**config.mk**
```make
export PLATFORM = sky130hd
export DESIGN_NAME = audio_i2s_tx_flat
export DESIGN_NICKNAME = d
export VERILOG_FILES = /design/src/rtl/audio_i2s_tx_if.sv /design/src/rtl/audio_i2s_tx.sv /design/src/flat_wrapper.sv
export SDC_FILE = /design/constraint.sdc
export NUM_CORES = 1
export LEC_CHECK = 0
export ABC_AREA = 1
export CORE_MARGIN = 1
export CORE_UTILIZATION = 58
export DETAILED_ROUTE_END_ITERATION = 8
export PLACE_DENSITY = 0.85
export SLEW_MARGIN = 15
export SYNTH_ARGS = -nofsm -noshare
export SYNTH_HDL_FRONTEND = slang
export SYNTH_SLANG_ARGS = --single-unit
```
**constraint.sdc**
```tcl
create_clock -name clk -period 4.7 [get_ports clk]
set_input_delay 0.705 -clock clk [delete_from_list [all_inputs] [get_ports clk]]
set_output_delay 0.705 -clock clk [all_outputs]
set_load 0.01 [all_outputs]
```
**src/rtl/audio_i2s_tx_if.sv**
```systemverilog
// rtl/audio_i2s_tx_if.sv - sample input, flag clear and I2S output bundle for audio_i2s_tx
interface audio_i2s_tx_if;
    logic        sample_valid;
    logic [12:0] sample_in;
    logic        clr_flags;
    logic        i2s_bclk;
    logic        i2s_lrclk;
    logic        i2s_sdata;
    logic        underrun;
    logic        overrun;

    modport master (
        output sample_valid, sample_in, clr_flags,
        input  i2s_bclk, i2s_lrclk, i2s_sdata, underrun, overrun
    );

    modport slave (
        input  sample_valid, sample_in, clr_flags,
        output i2s_bclk, i2s_lrclk, i2s_sdata, underrun, overrun
    );
endinterface

```
**src/rtl/audio_i2s_tx.sv**
```systemverilog
// rtl/audio_i2s_tx.sv - mono 13-bit synth sample to 16-bit stereo I2S transmitter
module audio_i2s_tx #(
    parameter int BCLK_DIV   = 4,
    parameter int GAIN_SHIFT = 3
) (
    input  logic           clk,
    input  logic           rst_n,
    audio_i2s_tx_if.slave  bus
);

    localparam logic [7:0] DIV_MAX = 8'(BCLK_DIV - 1);

    logic [7:0]  div_cnt;
    logic        bclk_q;
    logic        lrclk_q;
    logic        sdata_q;
    logic [4:0]  bit_cnt;
    logic [31:0] shift_q;
    logic [15:0] pending_q;
    logic        pending_valid_q;
    logic [15:0] last_word_q;
    logic        underrun_q;
    logic        overrun_q;

    logic        div_wrap;
    logic        bclk_fall;
    logic        frame_load;
    logic [4:0]  bit_cnt_nxt;
    logic [15:0] load_word;
    logic [15:0] centred;
    logic [15:0] sample_word;
    logic        underrun_set;
    logic        overrun_set;

    always_comb begin
        div_wrap     = (div_cnt == DIV_MAX);
        bclk_fall    = div_wrap && bclk_q;
        frame_load   = bclk_fall && (bit_cnt == 5'd31);
        bit_cnt_nxt  = bit_cnt + 5'd1;
        load_word    = pending_valid_q ? pending_q : last_word_q;
        centred      = {3'b000, bus.sample_in} - 16'd4096;
        sample_word  = centred << GAIN_SHIFT;
        underrun_set = frame_load && !pending_valid_q;
        // A sample landing on the load cycle is not an overrun: the old word leaves as the new one arrives.
        overrun_set  = bus.sample_valid && pending_valid_q && !frame_load;
    end

    always_ff @(posedge clk) begin
        if (!rst_n) begin
            div_cnt         <= 8'd0;
            bclk_q          <= 1'b0;
            lrclk_q         <= 1'b0;
            sdata_q         <= 1'b0;
            bit_cnt         <= 5'd0;
            shift_q         <= 32'd0;
            pending_q       <= 16'd0;
            pending_valid_q <= 1'b0;
            last_word_q     <= 16'd0;
            underrun_q      <= 1'b0;
            overrun_q       <= 1'b0;
        end else begin
            div_cnt <= div_wrap ? 8'd0 : div_cnt + 8'd1;
            if (div_wrap) begin
                bclk_q <= ~bclk_q;
            end

            // The bit leaving at the load edge is the previous right-channel LSB, which gives the one-bit I2S delay.
            if (bclk_fall) begin
                bit_cnt <= bit_cnt_nxt;
                lrclk_q <= bit_cnt_nxt[4];
                sdata_q <= shift_q[31];
                if (frame_load) begin
                    shift_q     <= {load_word, load_word};
                    last_word_q <= load_word;
                end else begin
                    shift_q <= {shift_q[30:0], 1'b0};
                end
            end

            if (bus.sample_valid) begin
                pending_q       <= sample_word;
                pending_valid_q <= 1'b1;
            end else if (frame_load) begin
                pending_valid_q <= 1'b0;
            end

            if (underrun_set) begin
                underrun_q <= 1'b1;
            end else if (bus.clr_flags) begin
                underrun_q <= 1'b0;
            end

            if (overrun_set) begin
                overrun_q <= 1'b1;
            end else if (bus.clr_flags) begin
                overrun_q <= 1'b0;
            end
        end
    end

    assign bus.i2s_bclk  = bclk_q;
    assign bus.i2s_lrclk = lrclk_q;
    assign bus.i2s_sdata = sdata_q;
    assign bus.underrun  = underrun_q;
    assign bus.overrun   = overrun_q;

endmodule

```
**src/flat_wrapper.sv**
```systemverilog
// flat-port wrapper written by rule: the top's interface ports become plain ports
module audio_i2s_tx_flat 
#(
    parameter int BCLK_DIV   = 4,
    parameter int GAIN_SHIFT = 3
)
  (clk, rst_n, bus_sample_valid, bus_sample_in, bus_clr_flags, bus_i2s_bclk, bus_i2s_lrclk, bus_i2s_sdata, bus_underrun, bus_overrun);
  audio_i2s_tx_if bus_i ();
  input  logic clk;
  input  logic rst_n;
  input wire logic [$bits(bus_i.sample_valid)-1:0] bus_sample_valid;
  input wire logic [$bits(bus_i.sample_in)-1:0] bus_sample_in;
  input wire logic [$bits(bus_i.clr_flags)-1:0] bus_clr_flags;
  output wire logic [$bits(bus_i.i2s_bclk)-1:0] bus_i2s_bclk;
  output wire logic [$bits(bus_i.i2s_lrclk)-1:0] bus_i2s_lrclk;
  output wire logic [$bits(bus_i.i2s_sdata)-1:0] bus_i2s_sdata;
  output wire logic [$bits(bus_i.underrun)-1:0] bus_underrun;
  output wire logic [$bits(bus_i.overrun)-1:0] bus_overrun;
  assign bus_i.sample_valid = bus_sample_valid;
  assign bus_i.sample_in = bus_sample_in;
  assign bus_i.clr_flags = bus_clr_flags;
  assign bus_i2s_bclk = bus_i.i2s_bclk;
  assign bus_i2s_lrclk = bus_i.i2s_lrclk;
  assign bus_i2s_sdata = bus_i.i2s_sdata;
  assign bus_underrun = bus_i.underrun;
  assign bus_overrun = bus_i.overrun;
  audio_i2s_tx #(.BCLK_DIV(BCLK_DIV), .GAIN_SHIFT(GAIN_SHIFT)) u_core (.clk(clk), .rst_n(rst_n), .bus(bus_i));
endmodule
```
# [Word-level counts from Yosys, hierarchy flattened]
# Index checks and enable logic that the tools add are counted.
[op_classes] add_sub_neg=3 eq_ne=2 bitwise_logic=2 muxes=7 n_reduce_logical=12
[op_table] cell="two-way mux 32 bit" n=1
[op_table] cell="two-way mux 16 bit" n=1
[op_table] cell="subtractor 13 bit (second input constant)" n=1
[op_table] cell="adder 8 x 1 -> 8 bit (second input constant)" n=1
[op_table] cell="equality test 8 x 2 -> 1 bit (second input constant)" n=1
[op_table] cell="nonzero test 2 bit" n=3
[op_table] cell="adder 5 x 1 -> 5 bit (second input constant)" n=1
[op_table] cell="equality test 5 bit (second input constant)" n=1
[op_table] cell="logical AND 1 bit" n=5
[op_table] cell="two-way mux 1 bit" n=5
[op_table] cell="zero test 1 bit" n=2
[op_table] cell="inverter 1 bit" n=2
[op_table] cell="AND reduction 2 bit" n=1
[op_table] cell="OR reduction 2 bit" n=1
[word_totals] out_inout_bits=5 wordCells=37 regBits=80 in_bits=17

# [Longest topological paths before layout]
[depth] word_depth=6 mapped_depth=11 mapped_depth_nobuf=9

# [Least setup slack after synthesis]
# Ideal clock, no wire load.
[synth_path] path_type="reg-to-reg" from="reg u_core.bit_cnt[0]" to="reg u_core.shift_q[14]" synth_period_minus_slack_ns=1.630 stages_incl_launch_ff=12 t_arrival_ns=1.574 t_required_ns=4.644 setup_time_ns=0.056 slack_ns=3.070 cell_sequence="dfxtp_1 -> ha_1 -> nand2_1 -> nor2_1 -> ha_1 -> buf_2 -> inv_1 -> clkbuf_1 -> nand4_1 -> nand3_1 -> nand2_1 -> inv_1"
[synth_via] elab_chain_cells=3
[synth_lines] element="start: declaration" line_no="audio_i2s_tx.sv:17" source="logic [4:0] bit_cnt;"
[synth_lines] element="start signal: assignment" line_no="audio_i2s_tx.sv:69" source="bit_cnt <= bit_cnt_nxt;"
[synth_lines] element="equality test 5 bit" line_no="audio_i2s_tx.sv:38" source="frame_load = bclk_fall && (bit_cnt == 5'd31);"
[synth_lines] element="logical AND 1 bit" line_no="audio_i2s_tx.sv:38"
[synth_lines] element="two-way mux 32 bit" line_no="audio_i2s_tx.sv:72" source="if (frame_load) begin"
[synth_lines] element="end signal: assignment" line_no="audio_i2s_tx.sv:73" source="shift_q <= {load_word, load_word};"
[synth_lines] element="end signal: assignment" line_no="audio_i2s_tx.sv:76" source="shift_q <= {shift_q[30:0], 1'b0};"
[synth_lines] element="end: declaration" line_no="audio_i2s_tx.sv:18" source="logic [31:0] shift_q;"
# Every way passes these cells.
# A chain may end at the register's enable or synchronous reset.

# [Worst setup path in the final report]
[layout_path] from="reg u_core.bclk_q (netlist: u_core.bus.i2s_bclk)" to="out bus_i2s_bclk"
[layout_lines] element="start: declaration" line_no="audio_i2s_tx.sv:14" source="logic bclk_q;"
[layout_lines] element="start signal: assignment" line_no="audio_i2s_tx.sv:64" source="bclk_q <= ~bclk_q;"
[layout_lines] element="end: declaration" line_no="flat_wrapper.sv:14" source="output wire logic [$bits(bus_i.i2s_bclk)-1:0] bus_i2s_bclk;"
# No word-level cell between the ends.

==> impl_metrics.ini <==
[floorplanning]
ioPinCount = 22
die_h_um = 79.23
rows = 27
die_x_um = 79.23
dieArea_um2 = 6277
start_util = 0.6132
core_um2 = 5642

[yosys]
synth-edff-count = 0
ys.flop_type = dfxtp_1
async_flop_share = 0
yosysSeqAreaShare = 0.4571
synth.ff_latch_count = 79
synthCells = 485
syn_area_per_cell_um2 = 7.133
synth.distinct_cells = 26
syn-cell-area_um2 = 3460
ys_warn_count = 0
syn_nets = 505

[worst_setup_path]
regToRegEndpoint = u_core.shift_q[19]$_SDFFE_PN0P_
cp_slowest_cell = dfxtp_1
cp-startpoint = u_core.bus.i2s_bclk$_SDFFE_PN0N_
crit_path_max_incr_delay_ps = 890
path_buf_inv = 1
endpoint = bus_i2s_bclk
crit_type = reg -> out
reg2reg_from = u_core.bit_cnt[0]$_SDFFE_PN0P_
crit_chain = clkdlybuf4s50_1
end_kind = output port
arrival_ps = 1930
rr_worst_depth = 9
r2r_slack_ps = 2080
critPathLaunchType = register
required_ps = 3990
path_delay_family = flip-flops
crit_cells = 1
cp_max_fo = 22

[global_route]
grt_max_degree = 55
grt-ovfl-total = 0
grtUsageTotal = 0.2581
grt_pass1_wl_um = 12640
grt_pass1_vias = 2861
grt_antenna_before_repair = 0

[detailed_routing]
drc = 0
routed_wl_um = 7273
drt-wirelength-per-cell_um = 12.90
vias = 3089
first_iter_violations = 236
final_antenna_net_count = 0
dr.pass1.iters = 5
vias_per_cell = 5.477

[cts]
cts_htree_levels = 3
cts_setup_buffers = 0
clkTransAtPathRegs_ps = 80
cts_resized = 0
cts_tree = built
cts_buffers = 9
cts_root_buf = clkbuf_8
cts.path.max_buffers = 2
postCtsHoldBufs = 0
clk_latency_ps = 350
cts.sinks = 79

[cells_and_area]
final_util = 0.6747
area_growth_syn_to_layout_pct = 10.02
diodes = 0
final_area_um2 = 3806
nFillCells = 484
fin_nets = 507
drive_gt1_frac = 0.05488

[placed_design]
placed_area_um2 = 3600
gp_congestion = 0.7852
numPortBuffers = 21
place_hpwl_um = 4478

[sta]
tns_ps = 0
max_clock_freq_mhz = 379.9
finalHoldViolations = 0
period_share = 0.5601
hold_ws_ps = 462.1
setup_viol = 0
maxSlewViolCount = 0
skew_ps = 8.163
rsz0062_at_grt = no
post-route-min-period_ps = 2632
worst_pin_slew_ps = 896.9
slew_headroom = 0.4014

[hold_path]
hold_start = u_core.shift_q[4]$_SDFFE_PN0P_
whs_path_depth = 2
hold_path.class = reg -> reg

[status]
run_status = complete, no violations

[power_and_ir_drop]
powerDensity_nw_per_um2 = 337.8
irDropWorstVdd_mv = 0.2408
cellLeakagePower_nw = 1.835

[flow_run]
maxCapViolations = 0
[state kept, by name, summed over array words and instances (netlist names), 5 cells and up]
signal              count
u_core.pending_q       13
u_core.bit_cnt          5
u_core.last_word_q     16
u_core.shift_q         32
u_core.div_cnt          8
[placed cells by master (no fill, tap or decap), types with 2 or more instances in the layout]
cell type / synthesis / final
nand2_1: 141 / 141
dfxtp_1: 79 / 79
nand2_2: 2 / 2
o21ai_0: 17 / 17
nand3_1: 35 / 35
inv_1: 48 / 48
nor3_1: 2 / 2
nand4_1: 47 / 47
clkinv_4: 0 / 2
a21oi_1: 22 / 22
clkbuf_8: 0 / 10
nor2_1: 46 / 46
buf_4: 2 / 2
ha_1: 3 / 3
xor2_1: 2 / 2
clkdlybuf4s50_1: 0 / 21
nor2_2: 2 / 2
[metal layers]
layer  global-route usage  vias to the layer above  routed length (um)
met1               0.2942                     1427                3205
met4               0.1200                        0                 180
met3              0.07011                       22                 327
met5                    0                        -                   0
met2               0.4457                       72                3558
li1                     -                     1568                   -
[worst min-delay path: stages, from the launching register on]
cell and delay, ps:
dfxtp_1 310, nand2_1 60, nand2_1 50
[final cells by class]
class | count | area (um^2) | area share
clock inverters | 6 | 68.82 | 0.01808
inverters | 49 | 183.9 | 0.04832
repair buffers | 23 | 225.2 | 0.05917
multi-input cells | 325 | 1519 | 0.3991
well taps | 72 | 90.09 | 0.02367
clock buffers | 10 | 137.6 | 0.03616
flip-flops and latches | 79 | 1582 | 0.4155
[synth_stat cells (2+ instances only)]
cell type,number,share of area
inv_1,48,0.052
nor3_1,2,0.0029
xor2_1,2,0.0051
buf_2,17,0.025
o21ai_0,17,0.025
nor2_2,2,0.0036
nand2_1,141,0.15
clkbuf_1,8,0.0087
dfxtp_1,79,0.46
buf_4,2,0.0043
nand3_1,35,0.051
nand4_1,47,0.085
nand2_2,2,0.0036
nor2_1,46,0.050
buf_6,2,0.0065
ha_1,3,0.011
a21oi_1,22,0.032
buf_1,2,0.0022
[power breakdown]
part | leakage [nW] | total (mW) | internal (mW) | switching [mW]
clock | 0.103 | 0.513 | 0.262 | 0.251
sequential | 0.641 | 0.696 | 0.681 | 0.0143
combinational | 1.09 | 0.0772 | 0.0286 | 0.0486
total | 1.84 | 1.29 | 0.972 | 0.314
[worst min-delay path by stage]
stage | to | slack [ps]
global placement | u_core.div_cnt[0]$_SDFF_PP0_ | 430
detailed placement | u_core.shift_q[4]$_SDFFE_PN0P_ | 440
floorplan | u_core.div_cnt[0]$_SDFF_PP0_ | 420
finish | u_core.shift_q[4]$_SDFFE_PN0P_ | 460
global route | u_core.last_word_q[6]$_SDFFE_PN0P_ | 480
CTS | u_core.div_cnt[0]$_SDFF_PP0_ | 460
[metrics by stage]
step	power, mW	setup slack [ps]	instances
after global routing	1.334	1829	564
after detailed placement	0.7873	2007	548
final	1.286	2068	564
after floorplan	0.7640	3070	485
after CTS	1.297	2091	564
after global placement	0.7841	2035	548
[kinds of logic (layout without fill, tap and decap cells)]
kind of cell             count (synthesis)  after routing  synth area share
XOR/XNOR                                 2              2          0.005064
AND/OR/NAND/NOR                        280            280            0.3646
buffers and inverters                   81             88            0.1038
AO/OA/AOI/OAI                           40             40           0.05859
flip-flops                              79             79            0.4571
adder cells (fa/ha/maj)                  3              3           0.01085
No activity file was read; power rests on OpenSTA's default activity.
